## config.mk

```make
export PLATFORM = sky130hd
export DESIGN_NAME = call_stack_ctrl
export DESIGN_NICKNAME = d
export VERILOG_FILES = /design/src/rtl/cpu_pkg.sv /design/src/rtl/ret_stack_mem.sv /design/src/rtl/call_stack_ctrl.sv
export SDC_FILE = /design/constraint.sdc
export NUM_CORES = 1
export LEC_CHECK = 0
export ABC_AREA = 1
export CAP_MARGIN = 20
export CORE_MARGIN = 2
export CORE_UTILIZATION = 40
export DETAILED_ROUTE_END_ITERATION = 6
export HOLD_SLACK_MARGIN = 0.03
export MAX_ROUTING_LAYER = met4
export PLACE_DENSITY = 0.63
export SETUP_SLACK_MARGIN = 0.2
export SLEW_MARGIN = 20
export SYNTH_ARGS = -nofsm -noshare
export SYNTH_HDL_FRONTEND = slang
export SYNTH_HIERARCHICAL = 1
export SYNTH_SLANG_ARGS = --single-unit
export TNS_END_PERCENT = 5
```

## constraint.sdc

```tcl
create_clock -name clk -period 4.6 [get_ports clk]
set_input_delay 0.46 -clock clk [delete_from_list [all_inputs] [get_ports clk]]
set_output_delay 0.46 -clock clk [all_outputs]
set_load 0.005 [all_outputs]
```

## src/rtl/cpu_pkg.sv

```systemverilog
`default_nettype none
// ============================================================================
// cpu_pkg : frame tag constants and frame type shared by the call-stack block
// Revision: 1.0
// ============================================================================
package cpu_pkg;

    localparam logic TAG_CALL = 1'b0;
    localparam logic TAG_IRQ  = 1'b1;

    // Address field sized for the widest supported PC (PC_W <= 32).
    localparam int unsigned FRAME_ADDR_W = 32;

    typedef struct packed {
        logic                    tag;
        logic [FRAME_ADDR_W-1:0] addr;
    } frame_t;

endpackage
`default_nettype wire

```

## src/rtl/ret_stack_mem.sv

```systemverilog
`default_nettype none
// ============================================================================
// ret_stack_mem : DEPTH x WIDTH LIFO; storage is not reset, only the depth is
// Revision: 1.0
// ============================================================================
module ret_stack_mem #(
    parameter int DEPTH = 16,
    parameter int WIDTH = 20
) (
    input  logic                     clk,
    input  logic                     reset,
    input  logic                     clear,
    input  logic                     push,
    input  logic                     pop,
    input  logic [WIDTH-1:0]         din,
    output logic [WIDTH-1:0]         top,
    output logic [$clog2(DEPTH):0]   depth
);

    localparam int AW = $clog2(DEPTH);

    logic [WIDTH-1:0] r_mem [DEPTH];
    logic [AW:0]      r_depth;
    logic [AW-1:0]    w_top_idx;

    // Wraps to DEPTH-1 when full, which is the correct top slot.
    assign w_top_idx = r_depth[AW-1:0] - AW'(1);

    always_ff @(posedge clk) begin
        if (!reset) begin
            r_depth <= '0;
        end else if (clear) begin
            r_depth <= '0;
        end else if (push) begin
            r_depth <= r_depth + (AW+1)'(1);
        end else if (pop) begin
            r_depth <= r_depth - (AW+1)'(1);
        end
    end

    always_ff @(posedge clk) begin
        if (reset && !clear && push) begin
            r_mem[r_depth[AW-1:0]] <= din;
        end
    end

    assign top   = (r_depth == '0) ? '0 : r_mem[w_top_idx];
    assign depth = r_depth;

endmodule
`default_nettype wire

```

## src/rtl/call_stack_ctrl.sv

```systemverilog
`default_nettype none
// ============================================================================
// call_stack_ctrl : next-PC selection with a tagged return stack for
//                   CALL/RET/IRQ/RETI, plus sticky error and high-water tracking
// Revision: 1.0
// ============================================================================
module call_stack_ctrl
    import cpu_pkg::*;
#(
    parameter int              PC_W    = 19,
    parameter int              TGT_W   = 11,
    parameter int              DEPTH   = 16,
    parameter logic [PC_W-1:0] IRQ_VEC = '0
) (
    input  logic                     clk,
    input  logic                     reset,
    input  logic [PC_W-1:0]          pc_current,
    input  logic                     call_en,
    input  logic                     ret_en,
    input  logic                     reti_en,
    input  logic [TGT_W-1:0]         call_addr,
    input  logic                     irq_req,
    input  logic                     flush,
    input  logic                     program_end,
    input  logic                     err_clr,
    output logic [PC_W-1:0]          pc_next,
    output logic                     pc_src,
    output logic                     irq_ack,
    output logic [$clog2(DEPTH):0]   depth,
    output logic [$clog2(DEPTH):0]   high_water,
    output logic                     stack_full,
    output logic                     stack_empty,
    output logic                     err_ovf,
    output logic                     err_unf,
    output logic                     err_tag,
    output logic [PC_W-1:0]          top_addr
);

    localparam int          AW     = $clog2(DEPTH);
    localparam logic [AW:0] C_FULL = (AW+1)'(DEPTH);

    logic [PC_W:0]   w_din;
    logic [PC_W:0]   w_top_raw;
    logic [PC_W-1:0] w_pc_inc;
    logic [AW:0]     w_depth_inc;
    frame_t          w_top;
    logic            w_unused_top;
    logic            w_push, w_pop, w_clear;
    logic            w_set_ovf, w_set_unf, w_set_tag;
    logic            r_ovf, r_unf, r_tag;
    logic [AW:0]     r_hw;

    ret_stack_mem #(
        .DEPTH (DEPTH),
        .WIDTH (PC_W + 1)
    ) u_mem (
        .clk   (clk),
        .reset (reset),
        .clear (w_clear),
        .push  (w_push),
        .pop   (w_pop),
        .din   (w_din),
        .top   (w_top_raw),
        .depth (depth)
    );

    assign w_top.tag    = w_top_raw[PC_W];
    assign w_top.addr   = FRAME_ADDR_W'(w_top_raw[PC_W-1:0]);
    assign w_unused_top = ^w_top.addr;
    assign top_addr     = w_top.addr[PC_W-1:0];

    assign w_pc_inc    = pc_current + PC_W'(1);
    assign w_depth_inc = depth + (AW+1)'(1);
    assign stack_full  = (depth == C_FULL);
    assign stack_empty = (depth == '0);

    // Only the highest-priority event acts; the rest are ignored this cycle.
    always_comb begin
        pc_next   = w_pc_inc;
        pc_src    = 1'b0;
        irq_ack   = 1'b0;
        w_push    = 1'b0;
        w_pop     = 1'b0;
        w_clear   = 1'b0;
        w_set_ovf = 1'b0;
        w_set_unf = 1'b0;
        w_set_tag = 1'b0;
        w_din     = {TAG_CALL, w_pc_inc};
        if (program_end) begin
            pc_next = pc_current;
        end else if (flush) begin
            w_clear = 1'b1;
        end else if (irq_req) begin
            if (stack_full) begin
                w_set_ovf = 1'b1;
            end else begin
                w_push  = 1'b1;
                w_din   = {TAG_IRQ, pc_current};
                pc_next = IRQ_VEC;
                pc_src  = 1'b1;
                irq_ack = 1'b1;
            end
        end else if (call_en) begin
            if (stack_full) begin
                w_set_ovf = 1'b1;
            end else begin
                w_push  = 1'b1;
                pc_next = PC_W'(call_addr);
                pc_src  = 1'b1;
            end
        end else if (ret_en) begin
            if (stack_empty) begin
                w_set_unf = 1'b1;
            end else if (w_top.tag != TAG_CALL) begin
                w_set_tag = 1'b1;
            end else begin
                w_pop   = 1'b1;
                pc_next = top_addr;
                pc_src  = 1'b1;
            end
        end else if (reti_en) begin
            if (stack_empty) begin
                w_set_unf = 1'b1;
            end else if (w_top.tag != TAG_IRQ) begin
                w_set_tag = 1'b1;
            end else begin
                w_pop   = 1'b1;
                pc_next = top_addr;
                pc_src  = 1'b1;
            end
        end
    end

    // A new error in the same cycle as err_clr keeps its flag set.
    always_ff @(posedge clk) begin
        if (!reset) begin
            r_ovf <= 1'b0;
            r_unf <= 1'b0;
            r_tag <= 1'b0;
        end else begin
            r_ovf <= w_set_ovf | (r_ovf & ~err_clr);
            r_unf <= w_set_unf | (r_unf & ~err_clr);
            r_tag <= w_set_tag | (r_tag & ~err_clr);
        end
    end

    always_ff @(posedge clk) begin
        if (!reset) begin
            r_hw <= '0;
        end else if (w_clear) begin
            r_hw <= '0;
        end else if (w_push && (w_depth_inc > r_hw)) begin
            r_hw <= w_depth_inc;
        end
    end

    assign err_ovf    = r_ovf;
    assign err_unf    = r_unf;
    assign err_tag    = r_tag;
    assign high_water = r_hw;

endmodule
`default_nettype wire

```

Word level (Yosys, flattened, before mapping)
Memory sizes are Yosys's and may differ from the RTL's.
Cells that the tools add are included.
- register bits after elaboration: 13
- latch bits: 0
- memory bits (writable): 320
- bits in read-only memories: 0
- bits of input ports: 39
- output and inout bits: 55
- word-level logic and storage cells: 90
- memories: 1
- memories (name ; depth ; width ; rd ports ; clocked after Yosys merged registers in ; write ports ; line ; RTL):
    u_mem.r_mem ; 16 ; 20 ; 1 ; 0 ; 1 ; ret_stack_mem.sv:22 ; logic [WIDTH-1:0] r_mem [DEPTH];
- add/subtract/negate cells: 4
- $mul: 0
- div/mod/pow operators: 0
- $lt $le $gt $ge: 1
- equal/unequal tests: 1
- shifts and indexed selects: 0
- multiplexer cells: 63
- bitwise logic cells: 8
- reduce and logical (&&, ||, !) cells: 7
- operator list (operator ; count):
    two-way mux 19 bit ; 12
    two-way mux 20 bit ; 5
    two-way mux 1 bit ; 44
    adder 19 x 1 -> 19 bit, second input constant ; 1
    two-way mux 5 bit ; 2
    adder 5 x 1 -> 5 bit, second input constant ; 1
    equality test 5 bit, second input constant ; 1
    > comparator 5 bit ; 1
    zero test 5 bit ; 1
    subtractor 5 x 1 -> 5 bit, second input constant ; 1
    subtractor 4 x 1 -> 4 bit, second input constant ; 1
    AND 1 bit ; 3
    logical AND 1 bit ; 3
    OR 1 bit ; 3
    inverter 1 bit ; 2
    nonzero test 2 bit ; 1
    OR reduction 2 bit ; 1
    zero test 1 bit ; 1

Longest topological paths before layout
An unclocked memory read counts as a cell.
- depth after elaboration: 13
- depth in mapped cells: 22
- depth with buffers taken out: 18

Hierarchy
Netlist, hierarchy kept.
- by module, submodules not included (module ; instances ; cells each ; area each (um2) ; seq. area each (um2)):
    ret_stack_mem ; 1 ; 1143 ; 13367.8 ; 9709.3
    call_stack_ctrl ; 1 ; 399 ; 2170.8 ; 160.2

Least setup slack after synthesis
OpenSTA, ideal clock, no wires.
- path type: register -> output
- from: register u_mem.r_depth[0] (netlist: u_mem/depth[0])
- to: output pc_next[15]
- arrival time: 2838 ps
- data required time: 4140 ps
- setup slack: 1302 ps
- stages on the path, launching flop included: 20
- path buffers: 5
- cell sequence: dfxtp_1 > inv_2 > buf_4 > buf_2 > ha_1 > buf_2 > buf_2 > buf_2 > a21oi_1 > a21oi_1 > nor2_1 > nor2_1 > nand3_2 > nand2_2 > nand2_4 > nor2_2 > nand2_1 > nand2_1 > inv_1 > a21oi_2
- word-level cells in the longest chain between the ends: 11
- elaborated cells on any way between the ends: 17
- classes of those cells: add/sub: 1; eq/ne: 1; mux: 13; reduce/logical: 1; memory: 1
- ends and longest elaborated chain (element ; line ; RTL):
    start: declaration ; ret_stack_mem.sv:23 ; logic [AW:0] r_depth;
    start signal: assignment ; ret_stack_mem.sv:35 ; r_depth <= r_depth + (AW+1)'(1);
    start signal: assignment ; ret_stack_mem.sv:37 ; r_depth <= r_depth - (AW+1)'(1);
    subtractor 4 x 1 -> 4 bit * ; ret_stack_mem.sv:27 ; assign w_top_idx = r_depth[AW-1:0] - AW'(1);
    named net u_mem.w_top_idx[0] ; ret_stack_mem.sv:24 ; logic [AW-1:0] w_top_idx;
    memory read (16 x 20 bit) * ; - ;
    two-way mux 20 bit * ; ret_stack_mem.sv:47 ; assign top = (r_depth == '0) ? '0 : r_mem[w_top_idx];
    named net w_top_raw[19] ; call_stack_ctrl.sv:43 ; logic [PC_W:0] w_top_raw;
    two-way mux 19 bit ; call_stack_ctrl.sv:124 ; end else if (w_top.tag != TAG_IRQ) begin
    two-way mux 19 bit ; call_stack_ctrl.sv:122 ; if (stack_empty) begin
    two-way mux 19 bit ; call_stack_ctrl.sv:121 ; end else if (reti_en) begin
    two-way mux 19 bit * ; call_stack_ctrl.sv:111 ; end else if (ret_en) begin
    two-way mux 19 bit * ; call_stack_ctrl.sv:103 ; end else if (call_en) begin
    two-way mux 19 bit * ; call_stack_ctrl.sv:93 ; end else if (irq_req) begin
    two-way mux 19 bit * ; call_stack_ctrl.sv:91 ; end else if (flush) begin
    two-way mux 19 bit * ; call_stack_ctrl.sv:89 ; if (program_end) begin
    end: declaration ; call_stack_ctrl.sv:26 ; output logic [PC_W-1:0] pc_next,
Mark *: on every way through the listed nets, which the timed path passes. The rest lies on a longest branch.

Final worst setup path
- from: register u_mem.r_depth[0] (netlist: u_mem/depth[0])
- to: output pc_next[15]
- word-level cells in the longest chain between the ends: 11
- elaborated cells on any way between the ends: 17
- classes of those cells: add/sub: 1; eq/ne: 1; mux: 13; reduce/logical: 1; memory: 1
- ends and longest elaborated chain (element ; line):
    subtractor 4 x 1 -> 4 bit ; ret_stack_mem.sv:27
    memory read (16 x 20 bit) ; -
    two-way mux 20 bit * ; ret_stack_mem.sv:47
    named net w_top_raw[19] ; call_stack_ctrl.sv:43
    two-way mux 19 bit ; call_stack_ctrl.sv:124
    two-way mux 19 bit ; call_stack_ctrl.sv:122
    two-way mux 19 bit ; call_stack_ctrl.sv:121
    two-way mux 19 bit * ; call_stack_ctrl.sv:111
    two-way mux 19 bit * ; call_stack_ctrl.sv:103
    two-way mux 19 bit * ; call_stack_ctrl.sv:93
    two-way mux 19 bit * ; call_stack_ctrl.sv:91
    two-way mux 19 bit * ; call_stack_ctrl.sv:89
Marked as above.

==> PnR_summary.wiki <==
{| class="wikitable"
! Metric !! Value
|-
| Final GP Congestion || 0.959
|-
| Fin. Hold Viols || 0
|-
| Max Fclk || 0.234 GHz
|-
| Unrepaired setup endpoints after global routing || yes
|-
| Worst-skew pair later-pin latency || 0.52 ns
|-
| Remaining DRCs || 0
|-
| Count of warnings emitted by yosys || 6
|-
| Number of antenna violations at the first check in global routing || 0
|-
| CP Buf/Inv Count || 7
|-
| Max-Cap Viols || 0
|-
| Endpoints failing setup || 0
|-
| Die ar. || 40,400 µm²
|-
| Worst hold margin || 0.477 ns
|-
| Routed WL per cell || 19.8 µm
|-
| Number of instances in the synthesized netlist || 1,542
|-
| Setup CP Type || reg -> out
|-
| Finished Layout Cells || 2,199
|-
| Number of vias in the routed layout || 11,700
|-
| Vias in the first global route || 11,100
|-
| Root buffer cell || sky130_fd_sc_hd__clkbuf_16
|-
| Area of the core region || 38,500 µm²
|-
| Min setup slack post-route || 0.327 ns
|-
| Power density of the placed cells || 402 nW/µm²
|-
| Die extent in x || 201 µm
|-
| Cell family contributing the most delay on the critical path || buffers and inverters
|-
| Worst vdd rail ir drop || 279 µV
|-
| Clock-pin slew on the worst setup and hold paths || 0.05 ns
|-
| Max-slew violations || 0
|-
| First-pass GRT wire length || 66,300 µm
|-
| Setup crit start kind || flop
|-
| Number of diodes || 0
|-
| CTS max path bufs || 3
|-
| Post-synth design cell area || 15,500 µm²
|-
| Sequential element share of the synthesized area || 63.5%
|-
| Slew HR || 34.1%
|-
| Pre-CTS WS || 0.409 ns
|-
| Register bit total from synthesis || 333
|-
| Pin count of the biggest net entering global routing || 171
|-
| Buffers added on ports || 93
|-
| Nets || 1,710
|-
| Count of standard-cell rows || 72
|-
| Data required time at the worst endpoint || 4.14 ns
|-
| Ordered list of cells on the worst path || inv_4 > buf_6 > ha_1 > inv_1 > nor3_2 > inv_2 > nand2_1 > nor2_2 > inv_1 > nand3_2 > nand2_2 > nand2_4 > nor2_2 > nand2_1 > nand2_1 > inv_1 > a21oi_2 > clkdlybuf4s50_1
|-
| Maximum cell stage delay along the critical path || 0.51 ns
|-
| Drt initial violations || 1,319
|-
| Via-per-instance ratio || 5.30
|-
| Cell with the largest stage delay on the worst path || sky130_fd_sc_hd__clkdlybuf4s50_1
|-
| CTS H-tree lvls || 2
|-
| # clock sinks || 333
|-
| Starting utilization of the core area || 40.4%
|-
| Kind of end point of the critical path || primary output
|-
| Max Fanout on Critical Path || 61
|-
| Residual antenna-violating net count after detailed routing || 0
|-
| First-pass iteration count of the detailed router || 5
|-
| Distinct cell type count of the synthesized netlist || 44
|-
| Mean cell area of the mapped netlist || 10.1 µm²
|-
| Final Critical Period || 4.27 ns
|-
| Net Count, Synth || 1,599
|-
| Filler Cell Count || 3,536
|-
| Worst hold-check path type || reg -> reg
|-
| Share of the clock period used by the worst path || 92.9%
|-
| Post-placement cell count || 2,130
|-
| Leak pwr || 0.00684 µW
|-
| # IOs || 94
|-
| Clock buffer count from CTS || 36
|-
| Final routed wirelength across all metal layers || 43,500 µm
|-
| Share of final-layout standard cells stronger than drive strength 1 || 10.9%
|-
| Total half-perimeter wirelength after legalization and detailed placement || 29,300 µm
|-
| Worst path arrival time || 3.81 ns
|-
| Accumulated negative setup slack || 0 ns
|-
| Overall track demand over capacity in global routing || 21.9%
|-
| Die height || 201 µm
|-
| Final worst clock skew || 0.0225 ns
|-
| Residual overflow from global routing || 0
|-
| Clock tree from TritonCTS || yes
|-
| Status || complete, no violations
|-
| Least-Margin Pin Slew || 0.988 ns
|-
| Layout Area Growth over Synthesis || 18.2%
|}
metal layers:
metal / track usage, % / vias up / wire [µm]
li1: - / 5503 / -
met1: 29.1 / 5635 / 18300
met2: 34.6 / 455 / 20600
met3: 3.16 / 70 / 3230
met4: 7.33 / 0 / 1350
met5: - / - / 0
final cells by class:
| class | instances | area [µm²] | share of cell area, % |
|---|---|---|---|
| clock buffers | 48 | 967 | 5.27 |
| clock inverters | 18 | 148 | 0.804 |
| inverters | 79 | 299 | 1.63 |
| multi-input cells | 1058 | 5070 | 27.6 |
| flip-flops and latches | 333 | 9870 | 53.8 |
| well taps | 518 | 648 | 3.53 |
| repair buffers | 145 | 1360 | 7.41 |
worst min-delay path, stage by stage, from the launching register on:
cell,delay [ns]
sky130_fd_sc_hd__dfxtp_1,0.31
sky130_fd_sc_hd__nand2_1,0.06
sky130_fd_sc_hd__a21oi_1,0.06
path summary, 6_finish.rpt:
path,startpoint,to,slack [ns],cells past startpoint
max,u_mem/depth[0]$_SDFFE_PP0P_,pc_next[15],0.33,18
min,err_tag$_SDFF_PN0_,err_tag$_SDFF_PN0_,0.48,2
max reg2reg,u_mem/depth[0]$_SDFFE_PP0P_,u_mem/r_mem[0][4]$_DFFE_PP_,0.44,11
min reg2reg,err_tag$_SDFF_PN0_,err_tag$_SDFF_PN0_,0.48,2
where the power goes:
group	internal, µW	switching [µW]
clock	1550	1150
sequential	3370	11.9
combinational	438	860
synth_stat cells (all sizes together):
library cell  number  share of area, %
buf               65               2.5
nor3               3              0.13
inv               77               1.9
fa                 1              0.13
nor2             124               3.3
o21ai             41               1.5
a22oi              3              0.14
o211ai             5              0.24
xor2              14              0.89
nand2            508                12
edfxtp           320                62
or2                8              0.32
clkinv             2             0.048
clkbuf             8              0.19
dfxtp             13               1.7
ha                17               1.4
a32oi              1             0.056
a21oi             60               2.0
o31ai              1             0.048
nand3b             3              0.14
xnor2              4              0.27
o21bai             2             0.097
nand3            249               8.3
o22ai              2             0.081
a31oi              1             0.040
nand4              9              0.36
o221ai             1             0.056
stage by stage:
| step | power (µW) | area [µm²] | util, % |
|---|---|---|---|
| 2_1_floorplan | 4130 | 15500 | - |
| 3_3_place_gp | 4700 | 17200 | 44.6 |
| 3_5_place_dp | 4720 | 17200 | 44.7 |
| 4_1_cts | 7410 | 18300 | 47.7 |
| 5_1_grt | 7660 | 18400 | 47.7 |
| 6_report | 7380 | 18400 | 47.7 |
sequential cells by signal (all words and copies together), names as in the netlist:
register     cells
u_mem/r_mem    320
high_water       5
u_mem/depth      5
err_ovf          1
err_tag          1
err_unf          1
logic make-up (layout without fill, tap and decap cells):
logic type,count (synthesis),count (layout),synth area share [%]
compound gates,117,117,4.24
xor+xnor,18,19,1.16
fa+ha+maj,18,18,1.50
buf+inv,152,290,4.56
flops,333,333,63.5
simple gates,904,904,25.0
timing repair:
action | in CTS | in global routing
gates resized for setup | 2 | 4
pin swaps | 2 | 1
hold buffers | 0 | 0
setup endpoints to repair | 7 | 36
cloned | 0 | 1
buffers inserted | 2 | 0
hold endpoints to repair | 0 | 0
layout by cell type, fill, tap and decap left out, types with 4 or more instances in the layout:
cell type,instances
sky130_fd_sc_hd__ha_1,16
sky130_fd_sc_hd__o21ai_0,28
sky130_fd_sc_hd__dfxtp_1,11
sky130_fd_sc_hd__nand2_1,497
sky130_fd_sc_hd__xor2_1,12
sky130_fd_sc_hd__nor2_1,94
sky130_fd_sc_hd__clkinv_2,4
sky130_fd_sc_hd__nand4_1,9
sky130_fd_sc_hd__nor2_2,25
sky130_fd_sc_hd__nor2_4,5
sky130_fd_sc_hd__o211ai_1,5
sky130_fd_sc_hd__inv_2,13
sky130_fd_sc_hd__a21oi_1,58
sky130_fd_sc_hd__nand2_2,10
sky130_fd_sc_hd__clkdlybuf4s50_1,93
sky130_fd_sc_hd__o21ai_1,4
sky130_fd_sc_hd__edfxtp_1,320
sky130_fd_sc_hd__clkinv_1,11
sky130_fd_sc_hd__clkbuf_16,37
sky130_fd_sc_hd__nand3_2,8
sky130_fd_sc_hd__buf_4,48
sky130_fd_sc_hd__o21ai_2,9
sky130_fd_sc_hd__inv_1,63
sky130_fd_sc_hd__nand3_1,241
sky130_fd_sc_hd__clkbuf_1,11
No activity file was read; power rests on OpenSTA's default activity.
